**config.mk**
```make
export PLATFORM = sky130hd
export DESIGN_NAME = vga_pixel_addr_gen
export DESIGN_NICKNAME = d
export VERILOG_FILES = /design/src/rtl/vga_pkg.sv /design/src/rtl/mod_counter.sv /design/src/rtl/vga_pixel_addr_gen.sv
export SDC_FILE = /design/constraint.sdc
export NUM_CORES = 1
export LEC_CHECK = 0
export BUFFER_PORTS_ARGS = -buffer_cell sky130_fd_sc_hd__buf_4
export CORE_MARGIN = 4
export CORE_UTILIZATION = 55
export DETAILED_ROUTE_END_ITERATION = 8
export PLACE_DENSITY = 0.82
export SETUP_SLACK_MARGIN = 0.2
export SYNTH_ARGS = -nofsm -noshare
export SYNTH_HDL_FRONTEND = slang
export SYNTH_HIERARCHICAL = 1
export SYNTH_SLANG_ARGS = --single-unit
```
**constraint.sdc**
```tcl
create_clock -name clk -period 2.1 [get_ports clk]
set_input_delay 0.105 -clock clk [delete_from_list [all_inputs] [get_ports clk]]
set_output_delay 0.105 -clock clk [all_outputs]
set_load 0.005 [all_outputs]
```
**src/rtl/vga_pkg.sv**
```systemverilog
// Shared constants and helpers for the VGA pixel path.
package vga_pkg;

  localparam int H_PIX_DEF = 128;
  localparam int V_PIX_DEF = 96;

  // Counter/coordinate width for a range of n values (never narrower than 1 bit).
  function automatic int pix_w(input int n);
    return (n > 1) ? $clog2(n) : 1;
  endfunction

  // VRAM addresses are packed {row, col}; the caller truncates to the address width.
  function automatic logic [31:0] pack_addr(input logic [31:0] row,
                                            input logic [31:0] col,
                                            input int          col_w);
    return (row << col_w) | col;
  endfunction

endpackage

```
**src/rtl/mod_counter.sv**
```systemverilog
// Modulo-N counter with enable, synchronous clear and terminal-count flag.
module mod_counter
  import vga_pkg::*;
#(
  parameter int N = 4,
  parameter int W = pix_w(N)
) (
  input  logic         clk,
  input  logic         reset,
  input  logic         en,
  input  logic         clr,
  output logic [W-1:0] cnt,
  output logic         tc
);

  assign tc = (cnt == W'(N - 1));

  always_ff @(posedge clk or posedge reset) begin
    if (reset) begin
      cnt <= '0;
    end else if (clr) begin
      cnt <= '0;
    end else if (en) begin
      cnt <= tc ? '0 : cnt + W'(1);
    end
  end

endmodule

```
**src/rtl/vga_pixel_addr_gen.sv**
```systemverilog
// Converts hde/vde strobes into scaled source coordinates and a prefetched
// VRAM read address, with line/frame pulses and a sticky overrun flag.
module vga_pixel_addr_gen
  import vga_pkg::*;
#(
  parameter int H_PIX       = H_PIX_DEF,
  parameter int V_PIX       = V_PIX_DEF,
  parameter int H_SCALE     = 5,
  parameter int V_SCALE     = 5,
  parameter int CLK_PER_DOT = 4,
  parameter int RAM_LAT     = 2,
  localparam int HW         = pix_w(H_PIX),
  localparam int VW         = pix_w(V_PIX)
) (
  input  logic             clk,
  input  logic             reset,
  input  logic             hde,
  input  logic             vde,
  output logic [HW-1:0]    HPIXEL,
  output logic [VW-1:0]    VPIXEL,
  output logic [VW+HW-1:0] vram_addr,
  output logic             pixel_valid,
  output logic             line_done,
  output logic             frame_done,
  output logic             pixel_overrun
);

  localparam int PIX_CLKS = CLK_PER_DOT * H_SCALE;
  localparam int FETCH_PT = PIX_CLKS - 1 - RAM_LAT;
  localparam int SW       = pix_w(PIX_CLKS);
  localparam int LW       = pix_w(V_SCALE);
  localparam int AW       = VW + HW;

  logic          hde_q, vde_q;
  logic          act, line_end, tick, wrap;
  logic [SW-1:0] sub_cnt;
  logic          sub_tc;
  logic [LW-1:0] line_cnt_unused;
  logic          line_tc;
  logic [HW-1:0] hpix_d, hfetch;
  logic [VW-1:0] vpix_d;
  // Last legal pixel / row already completed; any further activity is overrun.
  logic          h_full, v_full;

  assign act         = hde & vde;
  assign pixel_valid = act;
  assign line_end    = hde_q & ~hde & vde;
  assign tick        = act & sub_tc;
  assign wrap        = line_end & line_tc;

  mod_counter #(.N(PIX_CLKS), .W(SW)) u_sub_cnt (
    .clk   (clk),
    .reset (reset),
    .en    (act),
    .clr   (~act),
    .cnt   (sub_cnt),
    .tc    (sub_tc)
  );

  mod_counter #(.N(V_SCALE), .W(LW)) u_line_cnt (
    .clk   (clk),
    .reset (reset),
    .en    (line_end),
    .clr   (~vde),
    .cnt   (line_cnt_unused),
    .tc    (line_tc)
  );

  always_comb begin
    hpix_d = HPIXEL;
    if (!vde || line_end) begin
      hpix_d = '0;
    end else if (tick && (HPIXEL != HW'(H_PIX - 1))) begin
      hpix_d = HPIXEL + HW'(1);
    end
  end

  // vpix_d is also the row the next line shows, used for blanking prefetch.
  always_comb begin
    vpix_d = VPIXEL;
    if (!vde) begin
      vpix_d = '0;
    end else if (wrap && (VPIXEL != VW'(V_PIX - 1))) begin
      vpix_d = VPIXEL + VW'(1);
    end
  end

  assign hfetch = (HPIXEL == HW'(H_PIX - 1)) ? HPIXEL : HPIXEL + HW'(1);

  always_ff @(posedge clk or posedge reset) begin
    if (reset) begin
      hde_q         <= 1'b0;
      vde_q         <= 1'b0;
      HPIXEL        <= '0;
      VPIXEL        <= '0;
      vram_addr     <= '0;
      line_done     <= 1'b0;
      frame_done    <= 1'b0;
      h_full        <= 1'b0;
      v_full        <= 1'b0;
      pixel_overrun <= 1'b0;
    end else begin
      hde_q      <= hde;
      vde_q      <= vde;
      HPIXEL     <= hpix_d;
      VPIXEL     <= vpix_d;
      // A line cut short by vde falling still reports its end.
      line_done  <= hde_q & ~hde & (vde | vde_q);
      frame_done <= vde_q & ~vde;

      if (!vde) begin
        vram_addr <= '0;
      end else if (!hde) begin
        vram_addr <= AW'(pack_addr(32'(vpix_d), 32'd0, HW));
      end else if (sub_cnt == SW'(FETCH_PT)) begin
        vram_addr <= AW'(pack_addr(32'(VPIXEL), 32'(hfetch), HW));
      end

      if (!act) begin
        h_full <= 1'b0;
      end else if (tick && (HPIXEL == HW'(H_PIX - 1))) begin
        h_full <= 1'b1;
      end

      if (!vde) begin
        v_full <= 1'b0;
      end else if (wrap && (VPIXEL == VW'(V_PIX - 1))) begin
        v_full <= 1'b1;
      end

      if (act && (h_full || v_full)) begin
        pixel_overrun <= 1'b1;
      end
    end
  end

endmodule

```
==> results.toml, run 1 <==
[run_status]
outcome = "finished clean"

[synthesis]
synth_simple_gate_area_share_pct = 17.7
main_combinational_cell_family_by_area_after_synthesis = "compound AO/OA/AOI/OAI gates"
synthXorXnorAreaFrac_pct = 3.27
mux_cell_area_share_after_synthesis_pct = 3.91
synth.top_cells.by_count = "dfrtp_1, nor2_1, a21oi_1, inv_1, nand2_1"
synth.net_count = 212
async_reset_ff_share_pct = 100
synth_edf_count = 0
synth-compound-area-share_pct = 18.7
cell_accounting_for_the_most_synthesized_area = "dfrtp_1"
yosysSeqAreaShare_pct = 50.2
share_of_synthesized_cell_area_in_full_adder_half_adder_and_majority_cells_pct = 2.92
yosysTopAreaCellShare_pct = 50.2
synth_top_flop_cell = "dfrtp_1"
synth_cell_type_count = 58
synthCells = 203
synth.avg_cell_area_sq_um = 10.6
synth_seq_cells = 43
ys.warnings.count = 6
synth_most_common_cell = "dfrtp_1"
ys_top_cells_by_area = "dfrtp_1, nor2_1, ha_1, a21oi_1, mux2i_1"
post_synth_design_cell_area_sq_um = 2140

[die]
core_sq_um = 3720
initial_cell_density_of_the_core_pct = 57.7
die_w_um = 70.4
placement_rows = 22
ios = 36
dieArea_sq_um = 4960
floorplan_die_height_um = 70.4

[place]
dpl.hpwl_um = 3410
gp_congestion = 0.842
port-buffer-count = 35

[grt]
first_global_vias = 1717
antenna_found_initial = 0
grt_pass1_wl_um = 8230
grt_overflow = 0
track_usage_pct = 21.0
largest_net_degree_at_the_start_of_global_routing = 36

[detailed_routing]
totalWireLength_um = 4980
drt-initial-drc-count = 120
vias_per_cell = 5.85
routed_wire_length_per_instance_um = 16.6
detail-route-antenna-nets = 0
drtPass1Iterations = 4
dr_total_vias = 1748
route.detailed.drc = 0

[layout]
nNetsFinal = 259
area.sequential_sq_um = 1080
final_core_utilization_pct = 71.0
antennaDiodeCount = 0
drive_above_1_share_pct = 28.7
multi_input_area_sq_um = 1020
fillCellCount = 294
area_growth_from_synthesis_to_final_layout_pct = 23.1

[sta]
whs_ns = 0.0189
maxSlewHeadroom_pct = 70.0
final_max_slew_viol_count = 0
tightest_slew_ns = 0.451
finalHoldViolations = 0
final_min_period_over_clock_period_pct = 90.2
fmax_mhz = 528
fin_worst_skew_ns = 0.00457
timing.final.setup_violations = 0
finalWorstPathRequiredPeriod_ns = 1.89
grt_setup_unrepaired = "yes"
final.setup.tns_ns = 0

[power_and_ir_drop]
vdd_drop_max_mv = 0.418
power.static_leakage_nw = 1.25
power-per-cell-area_nw_per_um2 = 577

[cts]
clock-sinks = 43
clock_latency_ns = 0.30
cts-htree-levels = 2
cts_root_buf = "clkbuf_8"
cts-root-to-sink-buffers = 2
clk_transition_reported_paths_ns = 0.08
tritoncts.num_buffers = 5
tritoncts = "yes"

[worst_hold_path]
holdCritPathClass = "in2reg"

[critical_path]
setup.worst_path.class = "reg2reg"
crit_fanout = 5
cp_data_required_time_ns = 2.29
critPathArrivalTime_ns = 2.09
start_kind = "flop"
endpoint_kind = "flop"

[flow_run]
max-cap-violations = 0
-- cells by family after synthesis --
| group | Yosys count |
|---|---|
| flops | 43 |
| compound gates | 53 |
| fa+ha+maj | 5 |
| simple gates | 69 |
| xor+xnor | 8 |
| buf+inv | 17 |
| mux | 8 |
-- layer usage --
| layer | wire [um] | vias up | GRT usage (%) |
|---|---|---|---|
| li1 | - | 836 | - |
| met3 | 250 | 9 | 4.17 |
| met4 | 102 | 0 | 8.72 |
| met1 | 2170 | 855 | 28.0 |
| met5 | 0 | - | 0 |
| met2 | 2460 | 48 | 33.2 |
-- cells in the final DEF (no fill, tap or decap), types with 2 or more instances in the layout --
master     instances
o221a_2            2
inv_1             10
ha_2               2
o2bb2ai_1          3
nand2b_1           2
xnor2_1            5
o21ai_0            8
nand3_2            2
mux2i_1            5
a31oi_1            4
dfrtp_1           41
clkbuf_8           7
ha_1               3
or2_2              2
xor2_1             3
and2_1             6
a21o_1             2
a211oi_1           3
dfrtp_2            2
a311oi_1           2
nand4_1            3
o21a_1             2
nor2_1            19
a21oi_1           12
nand3_1            8
mux2_2             2
inv_2              2
buf_4             44
nand2_1           11
nor2b_1            3
-- timing repair --
item | 4_1_cts | 5_1_grt
hold buffers | 1 | 0
resized for setup | 1 | 5
buffers inserted | 1 | 2
endpoints found under the setup margin | 1 | 14
pin swaps | 0 | 2
hold endpoints to repair | 43 | 0
-- flip-flops by register name, summed over array words and instances, names as in the netlist, 3 cells and up --
register,cells
u_sub_cnt/cnt,5
vram_addr,14
u_line_cnt/cnt,3
HPIXEL,7
VPIXEL,7
-- where the power goes --
group	switching, mW	internal (mW)
clock	0.278	0.300
combinational	0.0604	0.0390
sequential	0.00672	0.839
-- final cells by class --
class                           count  share of cell area (%)
Timing Repair Buffer               45                    12.9
Sequential cell                    43                    40.9
Inverter                           12                    1.71
Multi-Input combinational cell    143                    38.5
Clock buffer                        8                    3.79
Tap cell                           48                    2.27
-- path summary, 6_finish.rpt --
kind	from	endpoint	slack (ns)	cells past startpoint
max	u_line_cnt/cnt[0]	vram_addr[12]	0.21	8
min	vde	vde_q	0.02	1
max reg2reg	u_line_cnt/cnt[0]	vram_addr[12]	0.21	8
min reg2reg	pixel_overrun	pixel_overrun	0.49	1
max in group asynchronous	reset	HPIXEL[0]	1.28	4
min in group asynchronous	reset	u_line_cnt/cnt[0]	0.23	3
-- per-stage QoR --
stage	area, sq um	instances	total power [mW]	setup WS, ns
after global placement	2490	287	0.957	0.222
after floorplan	2150	203	0.920	0.295
after CTS	2620	297	1.54	0.197
final	2640	299	1.52	0.207
after detailed placement	2490	287	0.959	0.154
after global routing	2640	299	1.59	0.128
-- worst max-delay path, cell delays in order, from the launching register on --
cell and delay (ns):
dfrtp_1 0.38, inv_1 0.09, ha_2 0.18, nand2_1 0.07, inv_2 0.09, nand4b_1 0.13, o31a_1 0.32, or2_2 0.28
o221a_2 0.22
Power figures use the tool's default switching activity.
==> inputs of run 2 (changes only) <==
- GPL_ROUTABILITY_DRIVEN: not set -> 0
- PLACE_DENSITY: 0.82 -> 0.88
==> results.toml, run 2 (same netlist as run 1, synthesis figures left out) <==
[sta]
final.setup.tns_ns = 0
final_min_period_over_clock_period_pct = 89.0
fmax_mhz = 535
timing.final.setup_violations = 0
finalWorstPathRequiredPeriod_ns = 1.87
final_max_slew_viol_count = 0
tightest_slew_ns = 0.490
maxSlewHeadroom_pct = 67.3
finalHoldViolations = 0
grt_setup_unrepaired = "no"
fin_worst_skew_ns = 0.00637
whs_ns = 0.0344

[critical_path]
worstSetupStartpoint = "u_line_cnt/cnt[0]"
reg2reg_to = "vram_addr[12]"
setup.worst_path.class = "reg2reg"
start_kind = "flop"
worstReg2RegStart = "u_line_cnt/cnt[0]"
cp_data_required_time_ns = 2.29
timing.reg2reg.worst_path_depth = 8
crit_path_largest_cell_delay_ns = 0.41
crit_path_top_delay_cell = "dfrtp_1"
critPathArrivalTime_ns = 2.06
endpoint_kind = "flop"
worst_r2r_setup_slack_ns = 0.23
crit_fanout = 5
cell_occurring_most_often_along_the_worst_timing_path = "inv_2"
timing.critical_path.cells = "inv_2, ha_4, nand2_2, inv_2, nand4b_1, o31a_1, or2_2, o221a_4"

[detailed_routing]
route.detailed.drc = 0
detail-route-antenna-nets = 0
routed_wire_length_per_instance_um = 16.8
vias_per_cell = 5.78
dr_total_vias = 1712
drtPass1Iterations = 4
totalWireLength_um = 4980
drt-initial-drc-count = 164

[die]
initial_cell_density_of_the_core_pct = 57.7
dieArea_sq_um = 4960
floorplan_die_height_um = 70.4
ios = 36
core_sq_um = 3720
die_w_um = 70.4
placement_rows = 22

[cts]
clk_transition_reported_paths_ns = 0.08
tritoncts = "yes"
clock_latency_ns = 0.30
cts_root_buf = "clkbuf_8"
cts-root-to-sink-buffers = 2
cts-htree-levels = 2
tritoncts.num_buffers = 5
clock-sinks = 43

[layout]
largest-register = "vram_addr"
fin_area_sq_um = 2650
largest_register_ff_count = 14
nNetsFinal = 256
final_core_utilization_pct = 71.3
antennaDiodeCount = 0
area_growth_from_synthesis_to_final_layout_pct = 23.6
layout_top_registers = "vram_addr: 14 flops, HPIXEL: 7 flops, VPIXEL: 7 flops"
drive_above_1_share_pct = 30.2
layout.cells.most_common_list = "dfrtp_1, buf_4, nor2_1, a21oi_1, nand2_1"

[place]
dpl.hpwl_um = 3400
placed_cell_area_sq_um = 2480
port-buffer-count = 35

[power_and_ir_drop]
power-per-cell-area_nw_per_um2 = 575
power.static_leakage_nw = 1.24
vdd_drop_max_mv = 0.457
finalPower_mw = 1.52

[grt]
antenna_found_initial = 0
grt_pass1_wl_um = 8140
grt_overflow = 0
first_global_vias = 1673
track_usage_pct = 21.0
largest_net_degree_at_the_start_of_global_routing = 36

[worst_hold_path]
min_delay_worst_endpoint = "vde_q"
hold_depth = 1
holdCritStartpoint = "vde"
holdCritPathClass = "in2reg"

[flow_run]
max-cap-violations = 0

[run_status]
outcome = "finished clean"
## run 2: changes by cell type in the layout (fill, tap and decap cells not counted), moves of 2 or more
cell and change:
buf_4 -3, a211oi_1 -2, a211oi_2 +2, inv_1 -2, inv_2 +2
## run 2: layout make-up
class,instances,area [sq um]
Clock buffer,8,100
Fill cell,269,1070
Inverter,12,45.0
Multi-Input combinational cell,143,1050
Sequential cell,43,1080
Tap cell,48,60.1
Timing Repair Buffer,42,318
## run 2: power by group
group	internal [mW]	total (mW)	switching, mW
combinational	0.0396	0.101	0.0612
sequential	0.839	0.846	0.00742
clock	0.300	0.577	0.277
## run 2: timing repair
item | in CTS | in global routing
resized for setup | 0 | 14
setup endpoints to repair | 1 | 14
hold buffers | 1 | 0
setup buffers | 1 | 1
pin swaps | 0 | 4
hold endpoints to repair | 43 | 0
## run 2: layer usage
| metal | vias up | GRT usage (%) | part of all wire, % |
|---|---|---|---|
| met5 | - | 0 | 0 |
| met4 | 0 | 7.87 | 1.8 |
| met3 | 11 | 5.32 | 5.8 |
| met2 | 54 | 33.0 | 50 |
| met1 | 819 | 27.8 | 43 |
| li1 | 828 | - | - |
## run 2: worst max path at each step
stage                    end  slack, ns
4_1_cts        vram_addr[12]       0.22
3_5_place_dp   vram_addr[12]       0.18
3_3_place_gp   vram_addr[12]       0.24
5_1_grt        vram_addr[12]       0.16
2_1_floorplan  vram_addr[12]       0.30
6_report       vram_addr[12]       0.23
## run 2: critical path: cells and delay by family (launching register included)
family	cells	cell delay (ns)
adders and majority gates	1	0.13
buffers and inverters	2	0.17
DFF	1	0.41
and+or+nand+nor	3	0.50
AOI/OAI and AO/OA	2	0.56
## run 2: metrics by stage
step                cells  setup slack (ns)
detailed placement    285             0.182
global placement      285             0.236
global route          296             0.155
floorplan             203             0.295
CTS                   295             0.217
finish                296             0.231
